[src/rtl/sipo_pkg.sv]
// Shared types for the SIPO frame receiver.
// Holds the FSM state enum and the default word width.
package sipo_pkg;

  typedef enum logic [1:0] {
    IDLE   = 2'd0,
    SHIFT  = 2'd1,
    PARITY = 2'd2
  } state_t;

  localparam int DEF_WIDTH = 8;

endpackage

[src/rtl/sipo_shift_stage.sv]
// Shift register and bit counter for the SIPO receiver.
// Ports: clk, i_rst_n (sync, active-low), i_sin serial bit,
//   i_restart (bit 0 of new frame), i_shift, i_cnt_clr,
//   o_word (assembled word), o_bit_cnt.
module sipo_shift_stage #(
  parameter int WIDTH     = 8,
  parameter bit MSB_FIRST = 1'b1,
  parameter bit PAR_EN    = 1'b0,
  parameter int CW        = $clog2(WIDTH + 1)
) (
  input  logic             clk,
  input  logic             i_rst_n,
  input  logic             i_sin,
  input  logic             i_restart,
  input  logic             i_shift,
  input  logic             i_cnt_clr,
  output logic [WIDTH-1:0] o_word,
  output logic [CW-1:0]    o_bit_cnt
);

  logic [WIDTH-1:0] r_sreg;
  logic [CW-1:0]    r_cnt;
  logic [WIDTH-1:0] w_shifted;
  logic [WIDTH-1:0] w_first;

  assign w_shifted = MSB_FIRST ?
    {r_sreg[WIDTH-2:0], i_sin} :
    {i_sin, r_sreg[WIDTH-1:1]};

  // A restart shifts into an all-zero register.
  assign w_first = MSB_FIRST ?
    {{(WIDTH-1){1'b0}}, i_sin} :
    {i_sin, {(WIDTH-1){1'b0}}};

  always_ff @(posedge clk) begin
    if (!i_rst_n) begin
      r_sreg <= '0;
      r_cnt  <= '0;
    end else if (i_restart) begin
      r_sreg <= w_first;
      r_cnt  <= CW'(1);
    end else if (i_shift) begin
      r_sreg <= w_shifted;
      r_cnt  <= i_cnt_clr ? '0 : r_cnt + CW'(1);
    end else if (i_cnt_clr) begin
      r_cnt  <= '0;
    end
  end

  // With parity the word is complete in sreg before the
  // parity bit arrives; without it the last data bit is
  // still in flight, so the shifted value is the word.
  assign o_word    = PAR_EN ? r_sreg : w_shifted;
  assign o_bit_cnt = r_cnt;

endmodule

[src/rtl/sipo_frame_receiver.sv]
// SIPO frame receiver: FSM, holding register, overrun, parity.
// Ports: clk, reset (sync, active-low), sin/sin_valid/sync in,
//   dout/dout_valid/dout_ready out port, overrun/ovr_clr,
//   parity_err. Macro SIPO_PARITY_EN adds an even-parity bit.
module sipo_frame_receiver
  import sipo_pkg::*;
#(
  parameter int WIDTH     = DEF_WIDTH,
  parameter bit MSB_FIRST = 1'b1
) (
  input  logic             clk,
  input  logic             reset,
  input  logic             sin,
  input  logic             sin_valid,
  input  logic             sync,
  output logic [WIDTH-1:0] dout,
  output logic             dout_valid,
  input  logic             dout_ready,
  output logic             overrun,
  input  logic             ovr_clr,
  output logic             parity_err
);

  localparam int CW = $clog2(WIDTH + 1);
`ifdef SIPO_PARITY_EN
  localparam bit PAR_EN = 1'b1;
`else
  localparam bit PAR_EN = 1'b0;
`endif

  state_t           r_state;
  logic [WIDTH-1:0] r_dout;
  logic             r_valid;
  logic             r_ovr;

  logic [WIDTH-1:0] w_word;
  logic [CW-1:0]    w_cnt;
  logic             w_restart;
  logic             w_accept;
  logic             w_in_shift;
  logic             w_last_data;
  logic             w_complete;
  logic             w_free;

  assign w_restart   = sin_valid & sync;
  assign w_accept    = sin_valid & ~sync &
                       (r_state != IDLE);
  assign w_in_shift  = w_accept & (r_state == SHIFT);
  assign w_last_data = w_in_shift &
                       (w_cnt == CW'(WIDTH - 1));
  assign w_free      = ~r_valid | dout_ready;

`ifdef SIPO_PARITY_EN
  logic r_perr;
  logic w_perr;
  assign w_complete = w_accept & (r_state == PARITY);
  assign w_perr     = ^{w_word, sin};
`else
  assign w_complete = w_last_data;
`endif

  sipo_shift_stage #(
    .WIDTH     (WIDTH),
    .MSB_FIRST (MSB_FIRST),
    .PAR_EN    (PAR_EN),
    .CW        (CW)
  ) u_shift (
    .clk       (clk),
    .i_rst_n   (reset),
    .i_sin     (sin),
    .i_restart (w_restart),
    .i_shift   (w_in_shift),
    .i_cnt_clr (w_complete),
    .o_word    (w_word),
    .o_bit_cnt (w_cnt)
  );

  always_ff @(posedge clk) begin
    if (!reset) begin
      r_state <= IDLE;
      r_dout  <= '0;
      r_valid <= 1'b0;
      r_ovr   <= 1'b0;
`ifdef SIPO_PARITY_EN
      r_perr  <= 1'b0;
`endif
    end else begin
      if (w_restart) begin
        r_state <= SHIFT;
`ifdef SIPO_PARITY_EN
      end else if (w_last_data) begin
        r_state <= PARITY;
      end else if (w_complete) begin
        r_state <= SHIFT;
`endif
      end

      if (w_complete && w_free) begin
        r_dout  <= w_word;
        r_valid <= 1'b1;
`ifdef SIPO_PARITY_EN
        r_perr  <= w_perr;
`endif
      end else if (dout_ready) begin
        r_valid <= 1'b0;
      end

      // A drop on the clear edge wins.
      if (ovr_clr)
        r_ovr <= 1'b0;
      if (w_complete && !w_free)
        r_ovr <= 1'b1;
    end
  end

  assign dout       = r_dout;
  assign dout_valid = r_valid;
  assign overrun    = r_ovr;
`ifdef SIPO_PARITY_EN
  assign parity_err = r_perr;
`else
  assign parity_err = 1'b0;
`endif

endmodule

[config.mk]
export PLATFORM = sky130hd
export DESIGN_NAME = sipo_frame_receiver
export DESIGN_NICKNAME = d
export VERILOG_FILES = /design/src/rtl/sipo_pkg.sv /design/src/rtl/sipo_shift_stage.sv /design/src/rtl/sipo_frame_receiver.sv
export SDC_FILE = /design/constraint.sdc
export NUM_CORES = 1
export LEC_CHECK = 0
export ABC_AREA = 1
export ABC_CLOCK_PERIOD_IN_PS = 1500
export BUFFER_PORTS_ARGS = -buffer_cell sky130_fd_sc_hd__buf_2
export CAP_MARGIN = 20
export CORE_UTILIZATION = 32
export CTS_BUF_LIST = sky130_fd_sc_hd__clkbuf_4
export DETAILED_ROUTE_END_ITERATION = 6
export SLEW_MARGIN = 30
export SYNTH_ARGS = -nofsm -noshare
export SYNTH_HDL_FRONTEND = slang
export SYNTH_SLANG_ARGS = --single-unit
[constraint.sdc]
create_clock -name clk -period 1.5 [get_ports clk]
set_clock_uncertainty 0.05 [all_clocks]
set_input_delay 0.225 -clock clk [delete_from_list [all_inputs] [get_ports clk]]
set_output_delay 0.225 -clock clk [all_outputs]
set_load 0.02 [all_outputs]
==> results.tsv <==
metric	value	unit
clock_path_buffers	2	
maxCapViolCount	0	
period_share	89.0	%
cts_sinks	22	
cts_tree	done	
die_w	58.6	µm
synth_edf_count	0	
synth.yosys.seq_area_share	43.0	%
switching_share	24.0	%
cts-root-buf	clkbuf_4	
power.density	814	nW/µm²
vias_per_cell	4.23	
period_minus_slack	1330	ps
track_usage	12.1	%
cts_hold_buffers	0	
die_area	3430	µm²
hold_path_class	input port to flip-flop	
initial_core_util	33.6	%
yosys_warnings	0	
rows	20	
vias	845	
nets	166	
ir_drop	0.391	mV
p_leak	0.559	nW
cts_buffers	3	
synthesis.nets	150	
core	3050	µm²
setup_ws	165	ps
power_frac_seq	64.4	%
synth_area	1020	µm²
drc	0	
pre_cts_slack	151	ps
detail-route-antenna-nets	0	
drt_iter0_markers	9	
min-delay-start	ovr_clr	
first_pass_iters	3	
synth_seq_cells	22	
hold_viol_final	0	
rr_startpoint	u_shift.o_bit_cnt[1]	
gp_congestion	0.756	
rr_endpoint	dout[2]	
worstPathRequired	1690	ps
antenna_found_initial	0	
synth-main-ff-cell	dfxtp_1	
avgSynthCellArea	7.22	µm²
grt_pass1_wl	3240	µm
wire_per_inst	9.16	µm
worst-path-buf-inv	2	
p_switching	0.224	mW
dieHeight	58.6	µm
cp_cell_sequence	ha_1 -> inv_1 -> nor2_8 -> nand3_4 -> nand2_1 -> inv_1 -> nor2_1	
worst-r2r-cell-count	7	
synth_cell_types	21	
postSynthCellCount	142	
max_freq	0.749	GHz
slew_violations	0	
comb_power_share	6.9	%
worst-setup-path-type	flip-flop to flip-flop	
reg2reg_slack	170	ps
worst_path_most_repeated_cell	inv_1	
setup_viol	0	
path_clk_slew	130	ps
critPathArrivalTime	1520	ps
startpoint_type	flip-flop	
grt_pass1_vias	805	
htreeDepth	1	
portBuffers	16	
fill_cells	349	
slowest_delay	370	ps
rsz0062_at_grt	false	
grt_max_degree	28	
clkPwrFrac	28.6	%
grt-ovfl-total	0	
insertion_delay	300	ps
areaGrowthSynthToFinish	12.0	%
ios	18	
slowest_stage	dfxtp_1	
cp_max_fo	10	
dp.final_hpwl	1350	µm
drive_gt1_share	16.0	%
whs_path_depth	4	
tns	0	ps
status	complete, no violations	
p_int	0.710	mW
path_delay_family	simple AND/OR/NAND/NOR gates	
ys_async_sr_fraction	0	%
drt_wl_total	1830	µm
hold-path-endpoint	overrun	
end_kind	flip-flop	
num_antenna_cells	0	
-- state kept, by name (all words and copies together), names as in the netlist --
name               count
dout_valid             1
u_shift.o_bit_cnt      4
dout                   8
overrun                1
u_shift.r_sreg         7
r_state                1
-- Yosys cell counts (2+ instances only) --
cell	number	area, µm²
inv_1	33	124
nor2_8	2	40.0
nand2_1	27	101
a21oi_1	11	55.1
o21ai_0	3	15.0
nand2_2	2	12.5
buf_4	2	15.0
nor2_1	13	48.8
o21ai_1	7	35.0
nand3_1	3	15.0
nand4_1	8	50.1
dfxtp_1	22	440
-- worst max-delay path by stage --
stage | slack, ps | endpoint | from | depth (start not counted)
6_report | 170 | dout[2] | u_shift.o_bit_cnt[1] | 7
5_1_grt | 20 | dout[0] | u_shift.o_bit_cnt[0] | 7
4_1_cts | 120 | dout[2] | u_shift.o_bit_cnt[0] | 7
2_1_floorplan | 320 | dout[0] | u_shift.o_bit_cnt[0] | 7
3_3_place_gp | 220 | dout[3] | u_shift.o_bit_cnt[0] | 7
3_5_place_dp | 150 | dout[2] | u_shift.o_bit_cnt[0] | 7
-- power by group through the flow --
stage	logic [mW]	registers [mW]	clock network, mW
2_1_floorplan	0.0500	0.613	0
3_3_place_gp	0.0634	0.614	0
3_5_place_dp	0.0648	0.614	0
4_1_cts	0.0652	0.601	0.284
5_1_grt	0.0751	0.603	0.301
6_report	0.0648	0.601	0.267
-- metal layers --
metal | vias up | wire length [µm] | part of all wire, % | global-route usage (%)
li1 | 462 | - | - | -
met1 | 370 | 908 | 50 | 15.7
met2 | 13 | 854 | 47 | 19.5
met3 | 0 | 69 | 3.8 | 2.86
met4 | 0 | 0 | 0 | 4.42
met5 | - | 0 | 0 | 0
-- through the flow --
step / utilization, % / cell area (µm²) / hold slack [ps] / instances / total power [mW]
final: 37.6 / 1150 / 109 / 200 / 0.934
after global routing: 37.6 / 1150 / 107 / 200 / 0.979
after CTS: 37.6 / 1150 / 108 / 200 / 0.950
after detailed placement: 36.8 / 1120 / 414 / 197 / 0.679
after global placement: 36.8 / 1120 / 401 / 197 / 0.677
after floorplan: - / 1020 / 322 / 142 / 0.663
-- tightest hold or removal path, stage by stage --
cell	delay (ps)
buf_2	70
inv_1	30
nand2_1	40
a21oi_1	60
-- layout make-up --
class / count / area [µm²] / share of cell area [%]
repair buffers: 16 / 80.1 / 6.98
inverters: 34 / 128 / 11.1
multi-input cells: 81 / 422 / 36.8
flip-flops and latches: 22 / 440 / 38.4
well taps: 44 / 55.1 / 4.80
clock buffers: 3 / 22.5 / 1.96
-- cell usage in the layout, fill, tap and decap left out, drive strengths merged --
| master | instances |
|---|---|
| o21ai | 10 |
| nand4 | 8 |
| nor2 | 15 |
| inv | 34 |
| nand3b | 1 |
| dfxtp | 22 |
| o21bai | 1 |
| buf | 16 |
| nand2 | 29 |
| clkbuf | 3 |
| a21oi | 11 |
| ha | 1 |
| conb | 1 |
| nand3 | 4 |
-- timing repair --
item / in CTS / in global routing
resized for setup: 0 / 0
endpoints found under the hold margin: 0 / 0
endpoints found under the setup margin: 0 / 1
buffers inserted: 0 / 0
-- cell families (layout without fill, tap and decap cells) --
kind of cell,Yosys count,after routing,synth area share [%]
adders and majority gates,1,1,1.22
and+or+nand+nor,57,57,28.6
other,1,1,0.366
AOI/OAI and AO/OA,22,22,11.0
DFF,22,22,43.0
buffers and inverters,39,53,15.9
(Power assumes the default switching activity.)
